[src/rtl/regfile_mp_if.sv]
// Bus bundle for the multi-read-port register file.
// The master side is decode/writeback.
// The slave side is the register file itself.
// The parameters must match the ones given to regfile_mp.
interface regfile_mp_if #(
  parameter int DATA_WIDTH = 32,
  parameter int ADDR_WIDTH = 5,
  parameter int NUM_READ   = 2
) ();

  logic [NUM_READ*ADDR_WIDTH-1:0] read_reg;
  logic [NUM_READ*DATA_WIDTH-1:0] read_data;
  logic [NUM_READ-1:0]            read_busy;
  logic [ADDR_WIDTH-1:0]          write_reg;
  logic [DATA_WIDTH-1:0]          write_data;
  logic                           reg_write;
  logic                           mark_valid;
  logic [ADDR_WIDTH-1:0]          mark_reg;
  logic                           init_done;
  logic [DATA_WIDTH-1:0]          sys_call_reg;
  logic [DATA_WIDTH-1:0]          std_out_address;

  modport master (
    output read_reg, write_reg, write_data, reg_write, mark_valid, mark_reg,
    input  read_data, read_busy, init_done, sys_call_reg, std_out_address
  );

  modport slave (
    input  read_reg, write_reg, write_data, reg_write, mark_valid, mark_reg,
    output read_data, read_busy, init_done, sys_call_reg, std_out_address
  );

endinterface

[src/rtl/regfile_mp.sv]
// Parametrised multi-read-port register file for the MIPS datapath.
// - After reset, a hardware sweep zeroes one entry per cycle before normal operation.
// - Reads are registered on posedge, with optional write-to-read forwarding.
// - Register 0 can be hardwired to zero.
// - A per-register busy scoreboard tracks registers claimed by in-flight producers.
// - The $v0/$a0 taps feed the syscall unit.
// ADDR_WIDTH must be at least 3 so that registers 2 and 4 exist.
module regfile_mp #(
  parameter int DATA_WIDTH = 32,
  parameter int ADDR_WIDTH = 5,
  parameter int NUM_READ   = 2,
  parameter int BYPASS     = 1,
  parameter int ZERO_REG   = 1
) (
  input  logic         clk,
  input  logic         reset,
  regfile_mp_if.slave  bus
);

  localparam int DEPTH = 1 << ADDR_WIDTH;
  localparam logic [ADDR_WIDTH-1:0] SYS_IDX = ADDR_WIDTH'(2);
  localparam logic [ADDR_WIDTH-1:0] OUT_IDX = ADDR_WIDTH'(4);

  typedef enum logic [0:0] {
    ST_INIT = 1'b0,
    ST_RUN  = 1'b1
  } state_t;

  state_t                  state_r;
  state_t                  state_nxt_s;
  logic [ADDR_WIDTH-1:0]   sweep_cnt_r;
  logic                    sweep_last_s;
  logic [DATA_WIDTH-1:0]   regs_r [DEPTH];
  logic [DEPTH-1:0]        busy_r;
  logic [DEPTH-1:0]        busy_nxt_s;
  logic                    wr_en_s;
  logic                    mark_en_s;
  logic [DATA_WIDTH-1:0]   rd_data_r     [NUM_READ];
  logic [DATA_WIDTH-1:0]   rd_data_nxt_s [NUM_READ];
  logic [NUM_READ-1:0]     rd_busy_r;
  logic [NUM_READ-1:0]     rd_busy_nxt_s;
  logic                    init_done_r;
  logic [NUM_READ*DATA_WIDTH-1:0] read_data_s;

  // True when the address names the hardwired-zero register
  function automatic logic is_zero_addr(input logic [ADDR_WIDTH-1:0] addr);
    return (ZERO_REG != 0) && (addr == {ADDR_WIDTH{1'b0}});
  endfunction

  assign sweep_last_s = (sweep_cnt_r == {ADDR_WIDTH{1'b1}});

  // Writes and marks only take effect in RUN, and never on the zero register
  assign wr_en_s   = (state_r == ST_RUN) && bus.reg_write  && !is_zero_addr(bus.write_reg);
  assign mark_en_s = (state_r == ST_RUN) && bus.mark_valid && !is_zero_addr(bus.mark_reg);

  // State register: reset always restarts the zeroing sweep
  always_ff @(posedge clk) begin
    if (reset) begin
      state_r <= ST_INIT;
    end else begin
      state_r <= state_nxt_s;
    end
  end

  // Next-state logic: leave INIT once the last entry has been zeroed
  always_comb begin
    state_nxt_s = state_r;
    case (state_r)
      ST_INIT: begin
        if (sweep_last_s) begin
          state_nxt_s = ST_RUN;
        end else begin
          state_nxt_s = ST_INIT;
        end
      end
      ST_RUN:  state_nxt_s = ST_RUN;
      default: state_nxt_s = ST_INIT;
    endcase
  end

  // Sweep counter: walks every address once while in INIT
  always_ff @(posedge clk) begin
    if (reset) begin
      sweep_cnt_r <= {ADDR_WIDTH{1'b0}};
    end else if (state_r == ST_INIT) begin
      sweep_cnt_r <= sweep_cnt_r + {{(ADDR_WIDTH-1){1'b0}}, 1'b1};
    end else begin
      sweep_cnt_r <= sweep_cnt_r;
    end
  end

  // Storage array.
  // In INIT, the sweep zeroes one entry per cycle.
  // In RUN, the array takes writeback data.
  // The array has no reset of its own; the sweep clears it.
  always_ff @(posedge clk) begin
    if (!reset) begin
      if (state_r == ST_INIT) begin
        regs_r[sweep_cnt_r] <= {DATA_WIDTH{1'b0}};
      end else if (wr_en_s) begin
        regs_r[bus.write_reg] <= bus.write_data;
      end
    end
  end

  // Scoreboard update.
  // A write clears busy, then a mark sets it.
  // So a producer claiming the register in the same cycle wins.
  always_comb begin
    busy_nxt_s = busy_r;
    if (wr_en_s) begin
      busy_nxt_s[bus.write_reg] = 1'b0;
    end else begin
      busy_nxt_s = busy_nxt_s;
    end
    if (mark_en_s) begin
      busy_nxt_s[bus.mark_reg] = 1'b1;
    end else begin
      busy_nxt_s = busy_nxt_s;
    end
  end

  // Scoreboard register
  always_ff @(posedge clk) begin
    if (reset) begin
      busy_r <= {DEPTH{1'b0}};
    end else begin
      busy_r <= busy_nxt_s;
    end
  end

  // Read-port next values.
  // Priority order: zero register, then write bypass, then stored value.
  // Without bypass, the pre-edge data and busy bit are returned.
  always_comb begin
    logic [ADDR_WIDTH-1:0] addr_v;
    logic                  mark_hit_v;
    addr_v        = {ADDR_WIDTH{1'b0}};
    mark_hit_v    = 1'b0;
    rd_busy_nxt_s = {NUM_READ{1'b0}};
    for (int i = 0; i < NUM_READ; i++) begin
      rd_data_nxt_s[i] = {DATA_WIDTH{1'b0}};
      addr_v     = bus.read_reg[i*ADDR_WIDTH +: ADDR_WIDTH];
      mark_hit_v = mark_en_s && (bus.mark_reg == addr_v);
      if (state_r != ST_RUN) begin
        rd_data_nxt_s[i] = {DATA_WIDTH{1'b0}};
        rd_busy_nxt_s[i] = 1'b0;
      end else if (is_zero_addr(addr_v)) begin
        rd_data_nxt_s[i] = {DATA_WIDTH{1'b0}};
        rd_busy_nxt_s[i] = 1'b0;
      end else if ((BYPASS != 0) && wr_en_s && (bus.write_reg == addr_v)) begin
        rd_data_nxt_s[i] = bus.write_data;
        rd_busy_nxt_s[i] = mark_hit_v;
      end else if (BYPASS != 0) begin
        rd_data_nxt_s[i] = regs_r[addr_v];
        rd_busy_nxt_s[i] = busy_r[addr_v] | mark_hit_v;
      end else begin
        rd_data_nxt_s[i] = regs_r[addr_v];
        rd_busy_nxt_s[i] = busy_r[addr_v];
      end
    end
  end

  // Registered read ports
  always_ff @(posedge clk) begin
    if (reset) begin
      for (int i = 0; i < NUM_READ; i++) begin
        rd_data_r[i] <= {DATA_WIDTH{1'b0}};
      end
      rd_busy_r <= {NUM_READ{1'b0}};
    end else begin
      for (int i = 0; i < NUM_READ; i++) begin
        rd_data_r[i] <= rd_data_nxt_s[i];
      end
      rd_busy_r <= rd_busy_nxt_s;
    end
  end

  // init_done rises one cycle after the FSM enters RUN
  always_ff @(posedge clk) begin
    if (reset) begin
      init_done_r <= 1'b0;
    end else begin
      init_done_r <= (state_r == ST_RUN);
    end
  end

  // Pack per-port read registers onto the flat output bus
  always_comb begin
    read_data_s = {(NUM_READ*DATA_WIDTH){1'b0}};
    for (int i = 0; i < NUM_READ; i++) begin
      read_data_s[i*DATA_WIDTH +: DATA_WIDTH] = rd_data_r[i];
    end
  end

  assign bus.read_data = read_data_s;
  assign bus.read_busy = rd_busy_r;
  assign bus.init_done = init_done_r;

  // The syscall taps read the array directly.
  // They are masked during the sweep, so stale pre-reset contents never leak out.
  assign bus.sys_call_reg    = (state_r == ST_RUN) ? regs_r[SYS_IDX] : {DATA_WIDTH{1'b0}};
  assign bus.std_out_address = (state_r == ST_RUN) ? regs_r[OUT_IDX] : {DATA_WIDTH{1'b0}};

endmodule

[src/flat_wrapper.sv]
// flat-port wrapper written by rule: the top's interface ports become plain ports
module regfile_mp_flat 
#(
  parameter int DATA_WIDTH = 32,
  parameter int ADDR_WIDTH = 5,
  parameter int NUM_READ   = 2,
  parameter int BYPASS     = 1,
  parameter int ZERO_REG   = 1
)
  (clk, reset, bus_read_reg, bus_write_reg, bus_write_data, bus_reg_write, bus_mark_valid, bus_mark_reg, bus_read_data, bus_read_busy, bus_init_done, bus_sys_call_reg, bus_std_out_address);
  regfile_mp_if #(.DATA_WIDTH(DATA_WIDTH), .ADDR_WIDTH(ADDR_WIDTH), .NUM_READ(NUM_READ)) bus_i ();
  input  logic clk;
  input  logic reset;
  input wire logic [$bits(bus_i.read_reg)-1:0] bus_read_reg;
  input wire logic [$bits(bus_i.write_reg)-1:0] bus_write_reg;
  input wire logic [$bits(bus_i.write_data)-1:0] bus_write_data;
  input wire logic [$bits(bus_i.reg_write)-1:0] bus_reg_write;
  input wire logic [$bits(bus_i.mark_valid)-1:0] bus_mark_valid;
  input wire logic [$bits(bus_i.mark_reg)-1:0] bus_mark_reg;
  output wire logic [$bits(bus_i.read_data)-1:0] bus_read_data;
  output wire logic [$bits(bus_i.read_busy)-1:0] bus_read_busy;
  output wire logic [$bits(bus_i.init_done)-1:0] bus_init_done;
  output wire logic [$bits(bus_i.sys_call_reg)-1:0] bus_sys_call_reg;
  output wire logic [$bits(bus_i.std_out_address)-1:0] bus_std_out_address;
  assign bus_i.read_reg = bus_read_reg;
  assign bus_i.write_reg = bus_write_reg;
  assign bus_i.write_data = bus_write_data;
  assign bus_i.reg_write = bus_reg_write;
  assign bus_i.mark_valid = bus_mark_valid;
  assign bus_i.mark_reg = bus_mark_reg;
  assign bus_read_data = bus_i.read_data;
  assign bus_read_busy = bus_i.read_busy;
  assign bus_init_done = bus_i.init_done;
  assign bus_sys_call_reg = bus_i.sys_call_reg;
  assign bus_std_out_address = bus_i.std_out_address;
  regfile_mp #(.DATA_WIDTH(DATA_WIDTH), .ADDR_WIDTH(ADDR_WIDTH), .NUM_READ(NUM_READ), .BYPASS(BYPASS), .ZERO_REG(ZERO_REG)) u_core (.clk(clk), .reset(reset), .bus(bus_i));
endmodule
[config.mk]
export PLATFORM = sky130hd
export DESIGN_NAME = regfile_mp_flat
export DESIGN_NICKNAME = d
export VERILOG_FILES = /design/src/rtl/regfile_mp_if.sv /design/src/rtl/regfile_mp.sv /design/src/flat_wrapper.sv
export SDC_FILE = /design/constraint.sdc
export NUM_CORES = 1
export LEC_CHECK = 0
export CELL_PAD_IN_SITES_DETAIL_PLACEMENT = 1
export CELL_PAD_IN_SITES_GLOBAL_PLACEMENT = 1
export CORE_MARGIN = 8
export CORE_UTILIZATION = 30
export DETAILED_ROUTE_END_ITERATION = 12
export HOLD_SLACK_MARGIN = 0.05
export MAX_ROUTING_LAYER = met4
export PLACE_DENSITY = 0.49
export SYNTH_ARGS = -nofsm -noshare
export SYNTH_HDL_FRONTEND = slang
export SYNTH_SLANG_ARGS = --single-unit
[constraint.sdc]
create_clock -name clk -period 4.2 [get_ports clk]
set_input_delay 1.05 -clock clk [delete_from_list [all_inputs] [get_ports clk]]
set_output_delay 1.05 -clock clk [all_outputs]
set_load 0.005 [all_outputs]
# Word-level counts from Yosys, hierarchy flattened

Memory sizes are Yosys's and may differ from the RTL's.
Index checks and enable logic that the tools add are counted.

Multipliers: 0
Bitwise operators: 8
Reduce and logical (&&, ||, !) cells: 19
Divide/modulo/power cells: 0
$lt $le $gt $ge: 6
Equal/unequal tests: 5
Shift operators: 0
Add/sub/neg operators: 1
Muxes and demuxes: 37

Operators with widths:

| cell                  | count |
|---|---|
| $mux W32              | 13 |
| $and A32 B32 Y32      | 1 |
| $not A32 Y32          | 1 |
| $or A32 B32 Y32       | 1 |
| $reduce_or A32 Y1     | 1 |
| $lt A5 B6 Y1 const B  | 4 |
| $eq A5 B5 Y1          | 4 |
| $logic_not A5 Y1      | 4 |
| $mux W1               | 18 |
| $bmux W1 S5           | 2 |
| $demux W1 S5          | 2 |
| $ge A5 B1 Y1 const B  | 2 |
| $logic_and A1 B1 Y1   | 10 |
| $reduce_or A3 Y1      | 2 |
| $add A5 B1 Y5 const B | 1 |
| $eq A5 B5 Y1 const B  | 1 |
| $mux W5               | 1 |
| $or A1 B1 Y1          | 4 |
| $logic_not A1 Y1      | 2 |
| $pmux W1 S2           | 1 |
| $not A1 Y1            | 1 |

Output and inout bits: 131
Register bits: 41
RAM bits: 1088
ROM bits: 0
Memories kept: 2
Input bits: 56
Latch bits: 0

Memories:

| name             | depth | width | read ports | clocked after memory_dff | wr ports | line             | RTL |
|---|---|---|---|---|---|---|---|
| u_core.regs_r    | 32    | 32    | 4          | 0                        | 1        | regfile_mp.sv:33 | `logic [DATA_WIDTH-1:0] regs_r [DEPTH];` |
| u_core.rd_data_r | 2     | 32    | 2          | 0                        | 2        | regfile_mp.sv:38 | `logic [DATA_WIDTH-1:0] rd_data_r [NUM_READ];` |

# Depth between registers and ports, before layout

Gate-level depths: netlist (run 1).

Word-level depth: 9
Mapped depth: 9
Mapped depth without buffers: 5

# Worst setup path before layout (run 1)

OpenSTA, ideal clock, no wires.

Kind: input to register
Start point: in reset
End point: mem u_core.regs_r[20][0], enable pin
Library setup time: 421 ps
Stages: 7
Arrival time: 3846 ps
Data required time: 3779 ps
Setup slack: -67 ps
Cell sequence: clkbuf_1 > nand2b_1 > a211oi_1 > clkbuf_1 > clkbuf_1 > a41oi_1 > nor2_1

Longest elaborated chain between the ends: 4
Elaborated cells on any way between the ends: 7
Classes of those cells: mux: 6; reduce/logical: 1

Ends and longest elaborated chain:

| what                                                | line               | RTL |
|---|---|---|
| from (decl)                                         | flat_wrapper.sv:13 | `input logic reset;` |
| $mux W1                                             | regfile_mp.sv:97   | `if (!reset) begin` |
| $mux W1 (implied by the code)                       | regfile_mp.sv:101  | `regs_r[bus.write_reg] <= bus.write_data;` |
| $reduce_or A32 Y1 (no source line)                  | n/a                |  |
| $mux W5 (no source line) or $mux W1 (tied branches) | n/a                |  |
| to (decl)                                           | regfile_mp.sv:33   |  |

Parallel ways exist; a longest one is shown, timed or not.

# Worst setup path after layout (run 1)

Start point: reg u_core.state_r
End point: out bus_sys_call_reg[30]

Longest elaborated chain between the ends: 1

Ends and longest elaborated chain:

| what                   | line               | RTL |
|---|---|---|
| from (decl)            | regfile_mp.sv:29   | `state_t state_r;` |
| from (signal assigned) | regfile_mp.sv:61   | `state_r <= state_nxt_s;` |
| $mux W32               | regfile_mp.sv:202  | `assign bus.sys_call_reg = (state_r == ST_RUN) ? regs_r[SYS_IDX] : {DATA_WIDTH{1'b0}};` |
| to (decl)              | flat_wrapper.sv:23 | `output wire logic [$bits(bus_i.sys_call_reg)-1:0] bus_sys_call_reg;` |

No other way between the ends.

==> results by stage, run 1 <==
Run status:
- The run finished with clean final reports.

Clock network:
- The maximum number of buffers from clock root to sink is 3.
- For the worst-skew pair, the clock arrives at the later sink with an insertion delay of 770 ps.
- After clock tree synthesis, the setup repair step added 0 buffers.
- The H-tree was split into 4 levels.
- The tree is rooted in a sky130_fd_sc_hd__clkbuf_16.
- The TritonCTS clock tree is done.
- After clock tree synthesis, the clock-pin slew on the worst setup and hold paths is 60 ps.
- The total clock buffers created by CTS is 134.
- The TritonCTS sink count is 1129.

Floorplan:
- 187 I/O pins were placed.
- In this run the vertical extent of the chip is 432 um.
- The placeable core region is 172000 sq um.
- The die is between 400 and 500 um wide.
- The die covers 187000 sq um.
- The row count is ~150.
- The starting density of the core is 30.2%.

Drt:
- The wire length after detailed routing is 195000 um.
- The top layer used by detailed routing is met4.
- The routed length on met3 is 10300 um.
- The iteration count of the initial detailed-routing pass is 5.
- In the final routed layout, each cell accounts on average for 34.7 um.
- Summed over all nets, wire length on met2 after detailed routing comes to between 90000 and 100000 um.
- After detailed routing, the number of remaining DRC violations is 0.
- The mean number of vias per cell is around 5.7.
- The detailed router finished its first iteration with between 3000 and 4000 violations.
- The routed length on met1 is between 80000 and 90000 um.
- In this run the remaining antenna-violating nets after routing total 0.
- The total via count in the routed design is 31700.

Yosys:
- Counting flops and latches in the post-synthesis netlist gives 1129.
- Yosys instantiated no cell more often than sky130_fd_sc_hd__edfxtp_1.
- The synthesized design contains 1024 enable-type register cells.
- The synthesized instance count is ~2800.
- The number of warnings issued by yosys is 0.
- In the synthesized netlist the dominant register cell turns out to be sky130_fd_sc_hd__edfxtp_1.
- The fraction of synthesized cell area taken by the top area cell type is 59.2%.
- The number of distinct library cell variants in the gate-level netlist after synthesis is 52.
- Yosys attributes the largest share of cell area to sky130_fd_sc_hd__edfxtp_1 (59%), sky130_fd_sc_hd__mux4_2 (21%), sky130_fd_sc_hd__dfxtp_1 (4.0%).
- Ranked by instance count, the synthesized netlist is headed by sky130_fd_sc_hd__edfxtp_1 (1024), sky130_fd_sc_hd__mux4_2 (488), sky130_fd_sc_hd__a22oi_1 (167).
- The largest total area in the synthesized netlist belongs to sky130_fd_sc_hd__edfxtp_1.
- Counting flops with an async set or reset pin after synthesis yields a share of 0%.
- The post-synthesis instance area is approximately 52000 sq um.
- The synthesized net count is 2905.
- The average instance in the mapped netlist occupies about 18 sq um.
- Of the synthesized area, sequential elements account for 63.3%.

Worst setup path:
- The data required time of the critical path is 3150 ps.
- The most critical setup path has its startpoint at u_core.state_r.
- The worst setup path is launched from a flip-flop.
- The slowest stage of the critical path belongs to the cell sky130_fd_sc_hd__dfxtp_4.
- The worst register-to-register path has a setup slack of 760 ps.
- In this run the critical register-to-register path is captured at u_core.rd_data_r[0][63].
- The worst setup path is of the reg -> out kind.
- The worst register-to-register path begins at u_core.state_r.
- Data on the critical path arrives at its endpoint at between 2000 and 3000 ps.
- The maximum fanout count along the critical path is 52.
- The nature of the critical path endpoint is a primary output.
- The delay contributed by the slowest stage of the critical path is 730 ps.
- Walking the worst path, the cells encountered are buf_6, and2_1, clkdlybuf4s50_1.
- The depth of the worst register-to-register path is 7.

Timing:
- Hold is met by 506 ps.
- At the pin with the least slew margin, the transition time is approximately 1200 ps.
- The worst path in the final design needs a cycle of 3960 ps, including I/O delays and setup.
- The share of the clock period used by the worst path is 94.3%.
- The max-slew violation total from the final report is 0.
- The worst-case clock skew is 25.4 ps.
- After layout, the worst setup slack is 241 ps.
- Setup repair after global routing left no endpoint under its margin.
- Static timing analysis puts the maximum clock frequency at 253 MHz.
- The worst max-slew margin expressed relative to the limit is 20.7%.
- The final hold violation count came to 0.
- The final count of negative-setup-slack endpoints is 0.

Global routing:
- The initial antenna violation count is 11.
- The total track usage is 21.0%.
- The maximum number of pins on one net before global-route repair is 74.
- The overall overflow remaining after global route is 0.
- The first-pass GRT wire length is between 200000 and 300000 um.
- The via count of the first global-routing pass was ~34000.

Worst hold path:
- In this run the worst hold path is classified as reg -> reg.
- In this run the most critical hold path is launched from u_core.busy_r[24].
- The worst hold path passes through 2 cells.
- The path with the worst hold slack has its endpoint at u_core.busy_r[24].

Final layout:
- The utilization after layout is 36.9%.
- Cells with a size suffix above 1 make up 30.2% of the layout.
- The final standard cell count with taps included and fillers excluded is 5609.
- The layout overhead on the synthesized area is 22.1%.
- The count of nets after finishing is 3239.

Placed design:
- The worst slack at placement is just over 70 ps.
- At the end of routability-driven placement, the weighted congestion stood at 0.821.
- Including well taps, the total number of placed cells is 5355.
- The count of buffers added on input and output ports is between 150 and 200.
- The post-DP HPWL is 130000 um.

Flow run:
- Across the run, the number of max-cap violations was 0.

Power and ir drop:
- The post-route total power is roughly 25 mW.
- The leakage power figure is 19.3 nW.
- The worst supply voltage drop on vdd is 0.435 mV.
- For this design the ratio of total power to cell area is 401 nW/um^2.
## how the worst max path moves through the flow
| stage | end | depth (start not counted) |
|---|---|---|
| floorplan | u_core.regs_r[20][0] | 7 |
| global placement | u_core.rd_data_r[0][63] | 8 |
| detailed placement | u_core.rd_data_r[0][63] | 8 |
| CTS | bus_std_out_address[29] | 3 |
| global route | bus_sys_call_reg[30] | 3 |
| finish | bus_sys_call_reg[30] | 3 |
## layout by cell type (no fill, tap or decap), types with 40 or more instances in the layout
master / netlist / routed
sky130_fd_sc_hd__nand2_1: 49 / 49
sky130_fd_sc_hd__nor2b_1: 44 / 40
sky130_fd_sc_hd__buf_12: 0 / 93
sky130_fd_sc_hd__mux2i_1: 146 / 146
sky130_fd_sc_hd__edfxtp_1: 1024 / 1024
sky130_fd_sc_hd__a21oi_1: 132 / 132
sky130_fd_sc_hd__buf_4: 6 / 158
sky130_fd_sc_hd__a211o_1: 64 / 64
sky130_fd_sc_hd__clkdlybuf4s50_1: 0 / 178
sky130_fd_sc_hd__and2_1: 99 / 98
sky130_fd_sc_hd__mux4_2: 488 / 488
sky130_fd_sc_hd__dfxtp_1: 105 / 104
sky130_fd_sc_hd__clkbuf_16: 0 / 141
sky130_fd_sc_hd__a221oi_1: 64 / 64
sky130_fd_sc_hd__a22oi_1: 167 / 167
## registers in the layout, summed over array words and instances (netlist names)
signal,flops
u_core.rd_data_r,64
u_core.sweep_cnt_r,5
u_core.bus.init_done,1
u_core.busy_r,32
u_core.regs_r,1024
u_core.state_r,1
u_core.bus.read_busy,2
## kinds of logic after synthesis
group           after synthesis  share of synthesized area, %
compound gates              515                          7.00
buf+inv                     245                          2.13
simple gates                299                          3.16
mux                         634                          24.0
flops                      1129                          63.3
fa+ha+maj                     2                        0.0482
xor+xnor                     23                         0.388
## final cells by class
class / instances / area [sq um]
fillers: 16900 / 108000
flip-flops and latches: 1129 / 32900
multi-input cells: 1473 / 18300
repair buffers: 437 / 4920
clock buffers: 182 / 3780
well taps: 2310 / 2890
clock inverters: 67 / 559
inverters: 6 / 22.5
diodes: 5 / 12.5
## per-stage QoR
step	setup TNS (ps)	instance area (sq um)
after floorplan	-30290	51900
after global placement	0	59000
after detailed placement	0	59000
after CTS	0	63400
after global routing	0	63400
final	0	63400
## power by group
part | total [mW] | internal [mW] | leakage [nW] | switching [mW]
sequential | 12.2 | 12.2 | 9.03 | 0.0461
combinational | 1.68 | 0.703 | 8.16 | 0.973
clock | 11.5 | 6.71 | 2.12 | 4.82
total | 25.4 | 19.6 | 19.3 | 5.84
## worst max-delay path, delay by kind of cell, from the launching register on
kind | cells | cell delay (ps)
flops | 1 | 730
simple gates | 1 | 370
buf+inv | 2 | 980
## per-layer routing
| layer | track usage, % | vias up |
|---|---|---|
| met5 | - | - |
| met4 | 5.26 | 0 |
| met3 | 3.14 | 261 |
| met2 | 33.9 | 1178 |
| met1 | 28.1 | 17500 |
| li1 | - | 12800 |
## timing repair
action,in CTS,in global routing
endpoints found under the setup margin,4,0
hold buffers,0,0
resized for setup,1,0
(Power assumes the default switching activity.)
==> inputs of run 2 (changes only) <==
- TNS_END_PERCENT: not set -> 10
==> run 2 against run 1 <==
Compared with the run above: cell area decreased by 0.74%; hold slack got worse by 17 ps; die area unchanged; sequential power about the same; utilization decreased by 0.27 points; routed wire length decreased by 2.7%; flip-flop and latch count unchanged; sequential share of layout area increased by 0.38 points.
==> results by stage, run 2 (synthesis gave the netlist of run 1 again) <==
Clock network:
- The level count of the clock H-tree was 4 (unchanged).
- The TritonCTS sink count was 1129 (unchanged).
- The number of buffers added to fix hold violations after cts is 0 (unchanged).
- The clock latency at the later pin of the worst-skew pair came to 780 ps (was 770 ps).
- The clock-pin slew of the registers on the worst-case setup and hold paths is 60 ps (about the same).
- The count of instances resized after the clock tree is built is 0 (was 1).
- The total clock buffers created by CTS is 135 (was 134).
- The clock tree root driver cell is sky130_fd_sc_hd__clkbuf_16 (unchanged).
- The TritonCTS clock tree was done (unchanged).
- The buffers inserted during post-CTS setup optimization is 0 (unchanged).
- The maximum number of buffers from clock root to sink is 3 (unchanged).

Global routing:
- The first-pass GRT wire length is 267000 um (was 272000 um).
- The overall overflow remaining after global route was 0 (unchanged).
- The maximum number of pins on one net before global-route repair came to 73 (was 74).
- The initial antenna violation count is 7 (was 11).
- The total track usage is 20.5% (was 21.0%).
- The via count of the first global-routing pass is 34000 (was 33800).

Drt:
- The violation count after the first detailed-routing iteration is 2832 (was 3400).
- The number of DRC violations after detailed routing is 0 (unchanged).
- The mean number of vias per cell was 5.64 (was 5.66).
- The iteration count of the initial detailed-routing pass came to 5 (unchanged).
- The wire length per cell is 34.1 um (was 34.7 um).
- The wire length after detailed routing is 189000 um (was 195000 um).
- The total via count in the routed design was 31300 (was 31700).
- The final antenna-violating net count is 0 (unchanged).

Worst setup path:
- Critical-path cell list: clkdlybuf4s50_1, nor3_1, buf_4, a21o_1, buf_4, o311ai_4, buf_12, a2111oi_0, buf_4, a211o_1 (was buf_6, and2_1, clkdlybuf4s50_1).
- The nature of the critical path endpoint is a flip-flop (was primary output).
- The data required time of the critical path is 4920 ps (was 3150 ps).
- The number of buffers and inverters on the critical path came to 5 (was 2).
- The cell at the slowest stage of the critical path was sky130_fd_sc_hd__nor3_1 (was sky130_fd_sc_hd__dfxtp_4).
- The flop-to-flop setup slack is 1230 ps (was 760 ps).
- The most frequent cell on the critical path is sky130_fd_sc_hd__buf_4.
- The kind of start point of the critical path is an input port (was flip-flop).
- The category of the critical setup timing path is in -> reg (was reg -> out).
- The maximum fanout count along the critical path was 32 (was 52).
- The delay contributed by the slowest stage of the critical path was 780 ps (was 730 ps).
- The cell type group with the largest total delay on the critical path is buffers and inverters (unchanged).
- The arrival time reported for the critical path endpoint is 4340 ps (was 2910 ps).

Timing:
- The slew at the pin with the worst max-slew slack was 1220 ps (was 1190 ps).
- The max-slew violation total from the final report is 0 (unchanged).
- The final critical path time including I/O delays and setup is 3620 ps (was 3960 ps).
- The final hold violation count is 0 (unchanged).
- The highest clock frequency the design can meet is 276 MHz (was 253 MHz).
- The share of the clock period used by the worst path is 86.1% (was 94.3%).
- The final worst slack is 583 ps (was 241 ps).
- The worst max-slew margin expressed relative to the limit is 18.6% (was 20.7%).
- The worst-case clock skew is 28.9 ps (was 25.4 ps).
- The final count of negative-setup-slack endpoints is 0 (unchanged).
- RSZ-0062 raised after global routing: false (unchanged).

Floorplan:
- The row count is 152 (unchanged).
- The placeable core region was 172000 sq um (unchanged).
- The overall die area is 187000 sq um (unchanged).
- The vertical extent of the die came to 432 um (unchanged).
- The number of placed I/O pins is 187 (unchanged).
- The width of the die is 432 um (unchanged).
- The starting density of the core is 30.2% (unchanged).

Final layout:
- The most frequent standard cell in the layout excluding fill and tap cells was sky130_fd_sc_hd__edfxtp_1 (unchanged).
- The layout cell share with drive strength beyond 1 is 29.4% (was 30.2%).
- The final instance area is 62900 sq um (was 63400 sq um).
- Most frequent cells in the layout: sky130_fd_sc_hd__edfxtp_1 (1024), sky130_fd_sc_hd__mux4_2 (488), sky130_fd_sc_hd__clkdlybuf4s50_1 (178) (unchanged).
- The final standard cell count with taps included and fillers excluded was 5557 (was 5609).
- The register with the most flip-flops was u_core.regs_r (unchanged).
- The antenna diode count came to 0 (was 5).
- The flip-flop count of the largest register, all copies and words added was 1024 (unchanged).
- The count of nets after finishing was 3201 (was 3239).
- The utilization after layout came to 36.6% (was 36.9%).
- Largest registers in the final layout: u_core.regs_r (1024), u_core.rd_data_r (64), u_core.busy_r (32) (unchanged).
- The layout overhead on the synthesized area was 21.2% (was 22.1%).

Placed design:
- The worst slack at placement is -237 ps (was 71.9 ps).
- The area after detailed placement is 58500 sq um (was 59000 sq um).
- The count of input and output buffers is 186 (unchanged).
- The cell count after placement is 5316 (was 5355).
- The global placer's final weighted congestion came to 0.811 (was 0.821).
- The post-DP HPWL is 121000 um (was 130000 um).

Power and ir drop:
- The clock share of power is 46.2% (was 45.4%).
- The internal power is 19.8 mW (was 19.6 mW).
- The power density over the cells came to 409 nW/um^2 (was 401 nW/um^2).
- The worst supply voltage drop on vdd is 0.392 mV (was 0.435 mV).
- The share of power burned in registers came to 47.4% (was 48.0%).
- The share of total power in combinational logic is 6.3% (was 6.6%).
- The post-route total power is 25.7 mW (was 25.4 mW).
- The net switching power figure came to 5.87 mW (was 5.84 mW).
- The leakage power figure is 19.1 nW (was 19.3 nW).
- The fraction of power spent switching nets was 22.8% (was 23.0%).

Run status:
- Run status: complete, no violations (unchanged).

Flow run:
- The number of maximum-capacitance constraint violations was 0 (unchanged).

Worst hold path:
- The path class of the lowest-slack min-delay path is reg -> reg (unchanged).
## run 2: worst register-to-register path, stage by stage, from the launching register on
cell and delay, ps:
sky130_fd_sc_hd__dfxtp_4 590, sky130_fd_sc_hd__nand2b_1 190, sky130_fd_sc_hd__a211oi_4 440, sky130_fd_sc_hd__buf_4 250, sky130_fd_sc_hd__nor4b_1 60, sky130_fd_sc_hd__a31oi_1 810, sky130_fd_sc_hd__nor2_4 50, sky130_fd_sc_hd__buf_12 260
## run 2: power groups by stage
stage	Sequential [mW]	Clock [mW]	Combinational, mW
3_3_place_gp	12.4	0	1.63
3_5_place_dp	12.4	0	1.64
2_1_floorplan	12.4	0	0.984
4_1_cts	12.2	12.2	1.65
5_1_grt	12.2	12.5	1.71
6_report	12.2	11.9	1.63
## run 2: cell type report
cell class | instances | area [sq um]
repair buffers | 398 | 4360
flip-flops and latches | 1129 | 32900
multi-input cells | 1473 | 18300
fillers | 16800 | 109000
well taps | 2310 | 2890
clock inverters | 75 | 890
clock buffers | 166 | 3560
inverters | 6 | 22.5
## run 2: layer usage
layer	part of all wire (%)	vias up	GRT usage (%)
met3	5.3	282	3.51
met4	2.9	0	5.73
met1	43	17200	26.5
li1	-	12700	-
met5	0	-	-
met2	49	1100	33.6
## run 2: final timing paths
kind,from,end,cells past startpoint
worst max-delay path,bus_write_reg[3],u_core.rd_data_r[0][30],10
worst max register to register,u_core.state_r,u_core.regs_r[16][19],7
worst min-delay path,u_core.busy_r[0],u_core.busy_r[0],1
worst min register to register,u_core.busy_r[0],u_core.busy_r[0],1
## run 2: stage by stage
step           hold slack, ps  setup TNS (ps)
6_report                  489               0
5_1_grt                   494               0
4_1_cts                   485               0
3_5_place_dp              473          -52540
3_3_place_gp              470          -44620
2_1_floorplan             455          -25470
